`src/rtl/motion_pi_ctrl.sv`:
```
// motion_pi_ctrl: line-follower steering controller.
// Scans NUM_PAIRS IR emitter/receiver pairs through a shared A2D. Each pair
// gives one right and one left reading, and the pairs are combined into a
// weighted steering error. A saturating PI loop turns that error into signed
// left/right drive words. When go drops, the forward speed ramps down to zero
// in steps before the block returns to idle.
// Ports:
//   clk, rst_n         clock, synchronous active-low reset
//   go                 run the loop while high, brake while low
//   A2D_res, cnv_cmplt conversion result (active-low sensor) and done level
//   strt_cnv, chnnl    one-cycle conversion start and A2D channel select
//   IR_en              one-hot emitter enable for the pair being measured
//   lft_reg, rht_reg   signed 12-bit motor drive words
//   dst_vld            one-cycle pulse alongside each drive-word update
module motion_pi_ctrl #(
    parameter int          NUM_PAIRS  = 3,
    parameter int          SETTLE_CYC = 4095,
    parameter int          PAIR_GAP   = 32,
    parameter logic [3:0]  P_COEF     = 4'd3,
    parameter logic [3:0]  I_COEF     = 4'd1,
    parameter int          INT_DEC    = 4,
    parameter logic [11:0] FWD_STEP   = 12'h040,
    parameter logic [11:0] MAX_FWD    = 12'h600,
    parameter int          RAMP_CYC   = 256
) (
    input  logic                 clk,
    input  logic                 rst_n,
    input  logic                 go,
    input  logic [11:0]          A2D_res,
    input  logic                 cnv_cmplt,
    output logic                 strt_cnv,
    output logic [2:0]           chnnl,
    output logic [NUM_PAIRS-1:0] IR_en,
    output logic [11:0]          lft_reg,
    output logic [11:0]          rht_reg,
    output logic                 dst_vld
);

    typedef enum logic [3:0] {
        IDLE, SETTLE, CNV_R, GAP, CNV_L, NEXT_PAIR, CALC, OUTPUT, BRAKE
    } state_t;

    localparam logic [15:0] SETTLE_LAST = 16'(SETTLE_CYC - 1);
    localparam logic [15:0] GAP_LAST    = 16'(PAIR_GAP - 1);
    localparam logic [15:0] RAMP_LAST   = 16'(RAMP_CYC - 1);
    localparam logic [3:0]  INT_LAST    = 4'(INT_DEC - 1);
    localparam logic [1:0]  K_LAST      = 2'(NUM_PAIRS - 1);

    // Clip a wide signed value into the 12-bit signed range.
    function automatic logic [11:0] sat12(input logic signed [17:0] v);
        if (v > 18'sd2047)       sat12 = 12'h7FF;
        else if (v < -18'sd2048) sat12 = 12'h800;
        else                     sat12 = v[11:0];
    endfunction

    // Clip the accumulator sum so a large error can never flip sign.
    function automatic logic [15:0] sat16(input logic signed [16:0] v);
        if (v > 17'sd32767)       sat16 = 16'h7FFF;
        else if (v < -17'sd32768) sat16 = 16'h8000;
        else                      sat16 = v[15:0];
    endfunction

    function automatic logic [NUM_PAIRS-1:0] pair_onehot(input logic [1:0] idx);
        pair_onehot = NUM_PAIRS'(1'b1) << idx;
    endfunction

    state_t                state_q, state_d;
    logic [15:0]           cnt_q, cnt_d;
    logic [1:0]            k_q, k_d;
    logic signed [15:0]    err_acc_q, err_acc_d;
    logic [11:0]           rht_q, rht_d, lft_q, lft_d;
    logic signed [11:0]    intgrl_q, intgrl_d, pi_q, pi_d;
    logic [3:0]            int_cnt_q, int_cnt_d;
    logic [11:0]           fwd_q, fwd_d;
    logic [11:0]           lft_reg_q, lft_reg_d, rht_reg_q, rht_reg_d;
    logic                  strt_cnv_q, strt_cnv_d, dst_vld_q, dst_vld_d;
    logic [2:0]            chnnl_q, chnnl_d;
    logic [NUM_PAIRS-1:0]  ir_en_q, ir_en_d;
    logic                  abandon_s, restart_s;

    // Datapath: weighted pair error, PI terms, forward ramp and drive sums.
    logic signed [12:0] diff_s;
    logic signed [16:0] wdiff_s, acc_sum_s;
    logic signed [11:0] error_s, int_step_s, intgrl_nxt_s, pi_nxt_s;
    logic signed [17:0] intgrl_sum_s, p_term_s, i_term_s;
    logic [12:0]        fwd_inc_s;
    logic [11:0]        fwd_nxt_s, fwd_dec_s, lft_out_s, rht_out_s;

    assign diff_s       = $signed({1'b0, rht_q}) - $signed({1'b0, lft_q});
    assign wdiff_s      = $signed({{4{diff_s[12]}}, diff_s}) <<< k_q;
    assign acc_sum_s    = $signed({err_acc_q[15], err_acc_q}) + wdiff_s;
    assign error_s      = sat12($signed({{2{err_acc_q[15]}}, err_acc_q}));
    assign int_step_s   = error_s >>> 4;
    assign intgrl_sum_s = $signed({{6{intgrl_q[11]}}, intgrl_q})
                        + $signed({{6{int_step_s[11]}}, int_step_s});
    assign intgrl_nxt_s = (int_cnt_q == INT_LAST) ? sat12(intgrl_sum_s) : intgrl_q;
    assign p_term_s     = $signed({{6{error_s[11]}}, error_s}) * $signed({14'd0, P_COEF});
    assign i_term_s     = $signed({{6{intgrl_nxt_s[11]}}, intgrl_nxt_s})
                        * $signed({14'd0, I_COEF});
    assign pi_nxt_s     = sat12(p_term_s + i_term_s);
    assign fwd_inc_s    = {1'b0, fwd_q} + {1'b0, FWD_STEP};
    assign fwd_nxt_s    = (fwd_inc_s > {1'b0, MAX_FWD}) ? MAX_FWD : fwd_inc_s[11:0];
    assign fwd_dec_s    = (fwd_q > FWD_STEP) ? (fwd_q - FWD_STEP) : 12'h000;
    // fwd never exceeds 0x7FF, so it is always a non-negative signed value.
    assign lft_out_s    = sat12($signed({6'd0, fwd_q}) + $signed({{6{pi_q[11]}}, pi_q}));
    assign rht_out_s    = sat12($signed({6'd0, fwd_q}) - $signed({{6{pi_q[11]}}, pi_q}));

    // Next-state and register-update logic for the scan/PI/brake sequencer.
    always_comb begin
        state_d   = state_q;
        cnt_d     = cnt_q;
        k_d       = k_q;
        err_acc_d = err_acc_q;
        rht_d     = rht_q;
        lft_d     = lft_q;
        intgrl_d  = intgrl_q;
        int_cnt_d = int_cnt_q;
        fwd_d     = fwd_q;
        pi_d      = pi_q;
        lft_reg_d = lft_reg_q;
        rht_reg_d = rht_reg_q;
        strt_cnv_d = 1'b0;
        chnnl_d   = chnnl_q;
        ir_en_d   = ir_en_q;
        dst_vld_d = 1'b0;
        abandon_s = 1'b0;
        restart_s = 1'b0;
        case (state_q)
            IDLE: begin
                if (go) restart_s = 1'b1;
                else    state_d = IDLE;
            end
            SETTLE: begin
                if (!go) begin
                    abandon_s = 1'b1;
                end else if (cnt_q == SETTLE_LAST) begin
                    state_d    = CNV_R;
                    strt_cnv_d = 1'b1;
                    chnnl_d    = {k_q, 1'b0};
                end else begin
                    cnt_d = cnt_q + 16'd1;
                end
            end
            CNV_R: begin
                // cnv_cmplt may still be high from the previous conversion
                // during the start pulse, so it is only trusted afterwards.
                if (strt_cnv_q) begin
                    state_d = CNV_R;
                end else if (cnv_cmplt) begin
                    rht_d = ~A2D_res;
                    cnt_d = 16'd0;
                    if (go) state_d = GAP;
                    else    abandon_s = 1'b1;
                end else begin
                    state_d = CNV_R;
                end
            end
            GAP: begin
                if (!go) begin
                    abandon_s = 1'b1;
                end else if (cnt_q == GAP_LAST) begin
                    state_d    = CNV_L;
                    strt_cnv_d = 1'b1;
                    chnnl_d    = {k_q, 1'b1};
                end else begin
                    cnt_d = cnt_q + 16'd1;
                end
            end
            CNV_L: begin
                if (strt_cnv_q) begin
                    state_d = CNV_L;
                end else if (cnv_cmplt) begin
                    lft_d = ~A2D_res;
                    if (go) state_d = NEXT_PAIR;
                    else    abandon_s = 1'b1;
                end else begin
                    state_d = CNV_L;
                end
            end
            NEXT_PAIR: begin
                err_acc_d = sat16(acc_sum_s);
                if (!go) begin
                    abandon_s = 1'b1;
                end else if (k_q < K_LAST) begin
                    k_d     = k_q + 2'd1;
                    cnt_d   = 16'd0;
                    ir_en_d = pair_onehot(k_q + 2'd1);
                    state_d = SETTLE;
                end else begin
                    state_d = CALC;
                end
            end
            CALC: begin
                if (!go) begin
                    abandon_s = 1'b1;
                end else begin
                    intgrl_d  = intgrl_nxt_s;
                    int_cnt_d = (int_cnt_q == INT_LAST) ? 4'd0 : (int_cnt_q + 4'd1);
                    fwd_d     = fwd_nxt_s;
                    pi_d      = pi_nxt_s;
                    state_d   = OUTPUT;
                end
            end
            OUTPUT: begin
                lft_reg_d = lft_out_s;
                rht_reg_d = rht_out_s;
                dst_vld_d = 1'b1;
                if (go) restart_s = 1'b1;
                else    abandon_s = 1'b1;
            end
            BRAKE: begin
                if (go) begin
                    restart_s = 1'b1;
                end else if (fwd_q == 12'h000) begin
                    state_d = IDLE;
                end else if (cnt_q == RAMP_LAST) begin
                    fwd_d     = fwd_dec_s;
                    lft_reg_d = fwd_dec_s;
                    rht_reg_d = fwd_dec_s;
                    dst_vld_d = 1'b1;
                    cnt_d     = 16'd0;
                end else begin
                    cnt_d = cnt_q + 16'd1;
                end
            end
            default: begin
                state_d = IDLE;
            end
        endcase

        if (restart_s) begin
            state_d   = SETTLE;
            k_d       = 2'd0;
            err_acc_d = 16'sd0;
            cnt_d     = 16'd0;
            ir_en_d   = pair_onehot(2'd0);
        end else if (abandon_s) begin
            // Entering BRAKE drops the integral history and the PI term.
            state_d   = BRAKE;
            intgrl_d  = 12'sd0;
            int_cnt_d = 4'd0;
            pi_d      = 12'sd0;
            cnt_d     = 16'd0;
            ir_en_d   = '0;
        end else begin
            restart_s = 1'b0;
        end
    end

    // State and datapath registers with synchronous active-low reset.
    always_ff @(posedge clk) begin
        if (!rst_n) begin
            state_q    <= IDLE;
            cnt_q      <= 16'd0;
            k_q        <= 2'd0;
            err_acc_q  <= 16'sd0;
            rht_q      <= 12'h000;
            lft_q      <= 12'h000;
            intgrl_q   <= 12'sd0;
            int_cnt_q  <= 4'd0;
            fwd_q      <= 12'h000;
            pi_q       <= 12'sd0;
            lft_reg_q  <= 12'h000;
            rht_reg_q  <= 12'h000;
            strt_cnv_q <= 1'b0;
            chnnl_q    <= 3'd0;
            ir_en_q    <= '0;
            dst_vld_q  <= 1'b0;
        end else begin
            state_q    <= state_d;
            cnt_q      <= cnt_d;
            k_q        <= k_d;
            err_acc_q  <= err_acc_d;
            rht_q      <= rht_d;
            lft_q      <= lft_d;
            intgrl_q   <= intgrl_d;
            int_cnt_q  <= int_cnt_d;
            fwd_q      <= fwd_d;
            pi_q       <= pi_d;
            lft_reg_q  <= lft_reg_d;
            rht_reg_q  <= rht_reg_d;
            strt_cnv_q <= strt_cnv_d;
            chnnl_q    <= chnnl_d;
            ir_en_q    <= ir_en_d;
            dst_vld_q  <= dst_vld_d;
        end
    end

    assign strt_cnv = strt_cnv_q;
    assign chnnl    = chnnl_q;
    assign IR_en    = ir_en_q;
    assign lft_reg  = lft_reg_q;
    assign rht_reg  = rht_reg_q;
    assign dst_vld  = dst_vld_q;

endmodule

```
`config.mk`:
```
export PLATFORM = sky130hd
export DESIGN_NAME = motion_pi_ctrl
export DESIGN_NICKNAME = d
export VERILOG_FILES = /design/src/rtl/motion_pi_ctrl.sv
export SDC_FILE = /design/constraint.sdc
export NUM_CORES = 1
export LEC_CHECK = 0
export ABC_CLOCK_PERIOD_IN_PS = 10000
export CAP_MARGIN = 20
export CORE_MARGIN = 1
export CORE_UTILIZATION = 35
export CTS_BUF_LIST = sky130_fd_sc_hd__clkbuf_4
export DETAILED_ROUTE_END_ITERATION = 8
export DONT_BUFFER_PORTS = 1
export SLEW_MARGIN = 10
export SYNTH_ARGS = -nofsm -noshare
export SYNTH_HDL_FRONTEND = slang
export SYNTH_SLANG_ARGS = --single-unit
```
`constraint.sdc`:
```
create_clock -name clk -period 10 [get_ports clk]
set_clock_uncertainty 0.05 [all_clocks]
set_input_delay 1 -clock clk [delete_from_list [all_inputs] [get_ports clk]]
set_output_delay 1 -clock clk [all_outputs]
set_load 0.02 [all_outputs]
```
# Word level (Yosys, flattened, before mapping)
# Cells that the tools add are included.
# classes
magnitude_cmp	15
eq_ne	54
n_reduce_logical	25
multipliers	1
n_bitwise	4
add_sub_neg	11
n_shift	2
muxes	91
# ops
operator	count
$mux W12	25
$mux W16	13
$mux W4	21
$pmux W16 S5	1
$pmux W12 S2	3
$ne A4 B4 Y1 const B	11
$pmux W4 S9	1
$reduce_and A12 Y1	3
$ne A2 B2 Y1 const B	17
$gt A16 B12 Y1 const B	2
$lt A16 B12 Y1 const B	2
$ne A3 B3 Y1 const B	10
$gt A14 B12 Y1 const B	2
$lt A14 B12 Y1 const B	2
$mux W1	18
$add A16 B17 Y17	1
$gt A17 B16 Y1 const B	1
$lt A17 B16 Y1 const B	1
$sshl A13 B2 Y17	1
$add A15 B12 Y16	1
$add A16 B1 Y16 const B	1
$eq A16 B12 Y1 const B	1
$eq A16 B5 Y1 const B	1
$eq A16 B8 Y1 const B	1
38 further kinds	63
# word_totals
elab_cells	222
register_bits	134
output_inout_bits	32
in_bits	16

# Depth between registers and ports, before layout
# logic_depth
depth_word	16
depth_mapped	27
mapped_depth_nobuf	25

# Worst setup path after synthesis
# No wires, ideal clock.
# synth_timing
path_type	register to register
start	reg err_acc_q[14]
end	reg pi_q[10]
setup_ns	0.139
path_buffers	2
path_stages_with_launch	28
setup_slack_ns	3.939
arrival_ns	5.872
period_less_slack_ns	6.061
cell_sequence	dfxtp_1 > nand4_1 > nand2_1 > clkbuf_1 > o21a_1 > ha_1 > inv_1 > fa_1 > nand2b_1 > a21o_1 > a21oi_1 > a31oi_1 > o211ai_2 > o2bb2ai_1 > o21ai_1 > o21a_1 > fa_1 > inv_1 > fa_1 > a21oi_2 > o2111ai_1 > a31oi_2 > o21bai_1 > xor2_1 > or4_1 > a21oi_1 > buf_4 > a221oi_1
# synth_between
elab_chain_len	16
# synth_rtl
item	line	text
start: declaration	70	logic signed [15:0] err_acc_q, err_acc_d;
start signal: assignment	273	err_acc_q <= err_acc_d;
$lt A16 B12 Y1	52	else if (v < -18'sd2048) sat12 = 12'h800;
$mux W12	52	
$mux W12 (*)	51	if (v > 18'sd2047) sat12 = 12'h7FF;
$add A12 B8 Y13	95	+ $signed({{6{int_step_s[11]}}, int_step_s});
$lt A13 B12 Y1	52	
$mux W12	52	
$mux W12	51	
$mux W12	96	assign intgrl_nxt_s = (int_cnt_q == INT_LAST) ? sat12(intgrl_sum_s) : intgrl_q;
$add A15 B12 Y16 (*)	100	assign pi_nxt_s = sat12(p_term_s + i_term_s);
$lt A16 B12 Y1	52	
$mux W12	52	
$mux W12 (*)	51	
$mux W12 (*)	194	if (!go) begin
$mux W12 (*)	128	case (state_q)
$mux W12	237	end else if (abandon_s) begin
$mux W12 (*)	231	if (restart_s) begin
end signal: assignment	279	pi_q <= pi_d;
end: declaration	72	logic signed [11:0] intgrl_q, intgrl_d, pi_q, pi_d;
# Every way passes the cells marked *; elsewhere a longest branch is shown, timed or not.
# A chain may end at the register's enable or synchronous reset.

# Worst setup path in the final report
# layout_timing
start	reg err_acc_q[15]
end	reg pi_q[10]
# Same word-level chain as after synthesis.

==> flow_summary.toml <==
[outcome]
outcome = "finished, final reports clean"

[sta]
setup_viol_count_final = 0
layout_min_cycle_time_ns = 7.334
fmax_mhz = 136.4
rsz0062_at_grt = "false"
finalCritPeriodShare = 0.7334
drv_slew = 0
finalHoldViolCount = 0
maxSlewHeadroom = 0.3854
setup_tns_ns = 0
worst_slew_pin_slew_ns = 0.9196

[critical_path]
path_depth = 24
max_stage_delay_ns = 0.62
crit_buf_inv = 2
endpoint = "pi_q[10]$_SDFF_PN0_"
r2r-end = "pi_q[10]$_SDFF_PN0_"
cp-startpoint = "err_acc_q[15]$_SDFFE_PP0P_"
critical_path.most_common_cell = "fa_1"
end_kind = "flop"
crit_slowest_cell = "nor2_1"
critPathArrivalTime_ns = 7.72
cp_max_fo = 12
cp_top_family = "compound AO/OA/AOI/OAI gates"
crit_required_ns = 10.38
worstSetupPathType = "reg -> reg"
r2r_cells = 24
r2r-start = "err_acc_q[15]$_SDFFE_PP0P_"
reg2reg_slack_ns = 2.67
cp_cell_sequence = "nor2_1, o21a_1, ha_1, inv_1, fa_1, nand2b_1, a21o_1, a21oi_1, a31oi_1, o211ai_2, o2bb2ai_1, o21ai_1, o21a_1, fa_1, inv_1, fa_1, a21oi_2, o2111ai_1, a31oi_2, o21bai_1, xor2_1, or4_1, a21oi_1, a221oi_1"
startpoint_type = "flop"

[finish]
nFillCells = 3231
top_regs = "cnt_q x16, err_acc_q x16"
final_area_um2 = 11720
area_growth_pct = 5.104
nets = 1509
layout-drive-gt1-share = 0.07809

[synthesis]
yosysWarnings = 0
ys_async_sr_fraction = 0
syn-num-nets = 1544
syn_area_um2 = 11150
synth_seq_cells = 134
syn_avg_cell_area_um2 = 7.938
synth_edf_count = 0
yosysUniqueCellTypes = 90
yosysSeqAreaShare = 0.2405
synthCells = 1405
synthFlopType = "dfxtp_1"

[placed_design]
placed_area_um2 = 11430
port_buffers = 0
hpwl_um = 21290
routabilityCongestion = 0.9024

[clock_network]
cts_buffer_depth = 2
path_clk_slew_ns = 0.13
clock-sinks = 134
ctsResizeCount = 0
cts_buffers = 17
cts_setup_buffers = 0
cts_tree = "yes"
clock_latency_ns = 0.60
root_buffer = "clkbuf_4"
cts_hold_buf = 0
ctsHtreeMaxLevel = 4

[power_and_ir_drop]
power_density_nw_per_um2 = 98.47
p_leak_nw = 4.645
ir_drop_mv = 0.09264

[global_routing]
track_usage = 0.1757
grt_max_degree = 36
grt_pass1_vias = 9330
grt-ovfl-total = 0
grt_pass1_wl_um = 47480
antenna_found_initial = 1

[detailed_routing]
ant_nets = 0
drcViolationCount = 0
avgViaCountPerCell = 5.449
wl_per_cell_um = 15.65
drtIter0Drc = 743
vias = 9699
first_pass_iters = 5
drt_wl_total_um = 27870

[floorplan]
die_h_um = 180.5
die_area_um2 = 32580
core-area_um2 = 30990
ioPinCount = 48
fp.dieW_um = 180.5
rows = 64
initial_utilization = 0.3599

[run]
cap_violations = 0

[min_path]
hold_start = "A2D_res[2]"
hold_path_class = "in -> reg"
[cell type report]
cell class,count,area [um^2],share of cell area
Tap cell,396,495.5,0.04227
Inverter,112,420.4,0.03586
Clock inverter,15,153.9,0.01313
Clock buffer,17,127.6,0.01089
Sequential cell,134,2683,0.2288
Multi-Input combinational cell,1097,7780,0.6637
Timing Repair Buffer,8,60.06,0.005123
Antenna cell,1,2.502,0.0002135
[how the worst min path moves through the flow]
stage                                          to  slack [ns]  cells after the start
after floorplan           int_cnt_q[1]$_SDFF_PN0_        0.40                      2
after global placement    int_cnt_q[1]$_SDFF_PN0_        0.42                      2
after detailed placement  int_cnt_q[1]$_SDFF_PN0_        0.42                      2
after CTS                   rht_q[2]$_SDFFE_PN0P_        0.38                      1
after global routing        lft_q[1]$_SDFFE_PN0P_        0.37                      1
final                       rht_q[2]$_SDFFE_PN0P_        0.43                      1
[Yosys cell counts (6+ instances only)]
library cell,number,area [um^2]
nor2_1,150,563.0
o21ai_1,18,90.09
nor4_1,8,50.05
xnor2_1,43,376.6
buf_2,17,85.08
maj3_2,12,135.1
nand2_1,111,416.7
o21a_1,32,240.2
nand3_1,36,180.2
fa_1,16,320.3
ha_1,107,1339
or3_1,13,81.33
or2_2,8,50.05
dfxtp_1,134,2683
a211oi_2,12,150.1
nor2b_1,18,112.6
xor2_1,41,359.1
nor3_1,28,140.1
a221oi_1,11,96.34
nand2b_1,10,62.56
mux2i_1,21,210.2
a41oi_1,6,52.55
clkbuf_1,36,135.1
inv_1,108,405.4
a211oi_1,43,322.8
a31oi_1,21,131.4
o21ai_0,78,390.4
a21o_1,17,127.6
a21oi_1,89,445.4
nand4_1,13,81.33
and3_1,8,50.05
o211ai_1,8,60.06
and2_1,12,75.07
[placed cells by master, fill, tap and decap left out, drive strengths merged, types with 9 or more instances in the layout]
cell type,n
ha,107
nor2b,18
dfxtp,134
maj3,17
nor4,9
a31oi,23
nand2,111
o21ai,99
a21oi,90
nand2b,11
nand3,36
o21a,32
and2,13
nor2,150
nand4,13
or3,13
nor3,31
fa,16
o211ai,9
xnor2,45
inv,114
or2,10
a221oi,11
xor2,41
mux2i,22
a211oi,55
a21o,17
clkbuf,17
[cells by family (layout without fill, tap and decap cells)]
family	after synthesis	count (layout)	share of synthesized area
xor+xnor	86	86	0.06989
compound gates	402	402	0.2471
other cells	0	1	0
buf+inv	174	152	0.06215
mux	26	26	0.02490
fa+ha+maj	140	140	0.1654
simple gates	443	443	0.1900
flops	134	134	0.2405
[metal layers]
layer	routed length [um]	part of all wire	up-vias	track usage
met4	486	0.017	0	0.05607
met2	12530	0.45	219	0.2831
met3	1085	0.039	34	0.02668
met1	13760	0.49	4509	0.2395
li1	-	-	4937	-
met5	0	0	-	0
[metrics by stage]
| stage | hold WS (ns) | instances | total power (W) | setup WS, ns | util |
|---|---|---|---|---|---|
| floorplan | 0.4037 | 1405 | 0.0007511 | 3.939 | - |
| finish | 0.4254 | 1780 | 0.001154 | 2.666 | 0.3783 |
| detailed placement | 0.4203 | 1746 | 0.0007860 | 2.718 | 0.3689 |
| global placement | 0.4175 | 1746 | 0.0007840 | 2.923 | 0.3689 |
| global route | 0.3694 | 1780 | 0.001213 | 2.105 | 0.3783 |
| CTS | 0.3807 | 1778 | 0.001165 | 2.679 | 0.3779 |
[power breakdown]
| group | internal [W] | switching (W) | leakage [nW] | total (W) |
|---|---|---|---|---|
| clock network | 0.000149 | 0.000229 | 0.146 | 0.000378 |
| logic | 0.0000944 | 0.000137 | 3.42 | 0.000232 |
| registers | 0.000538 | 0.00000640 | 1.08 | 0.000545 |
Note: power is estimated with default switching activity, not from simulation.
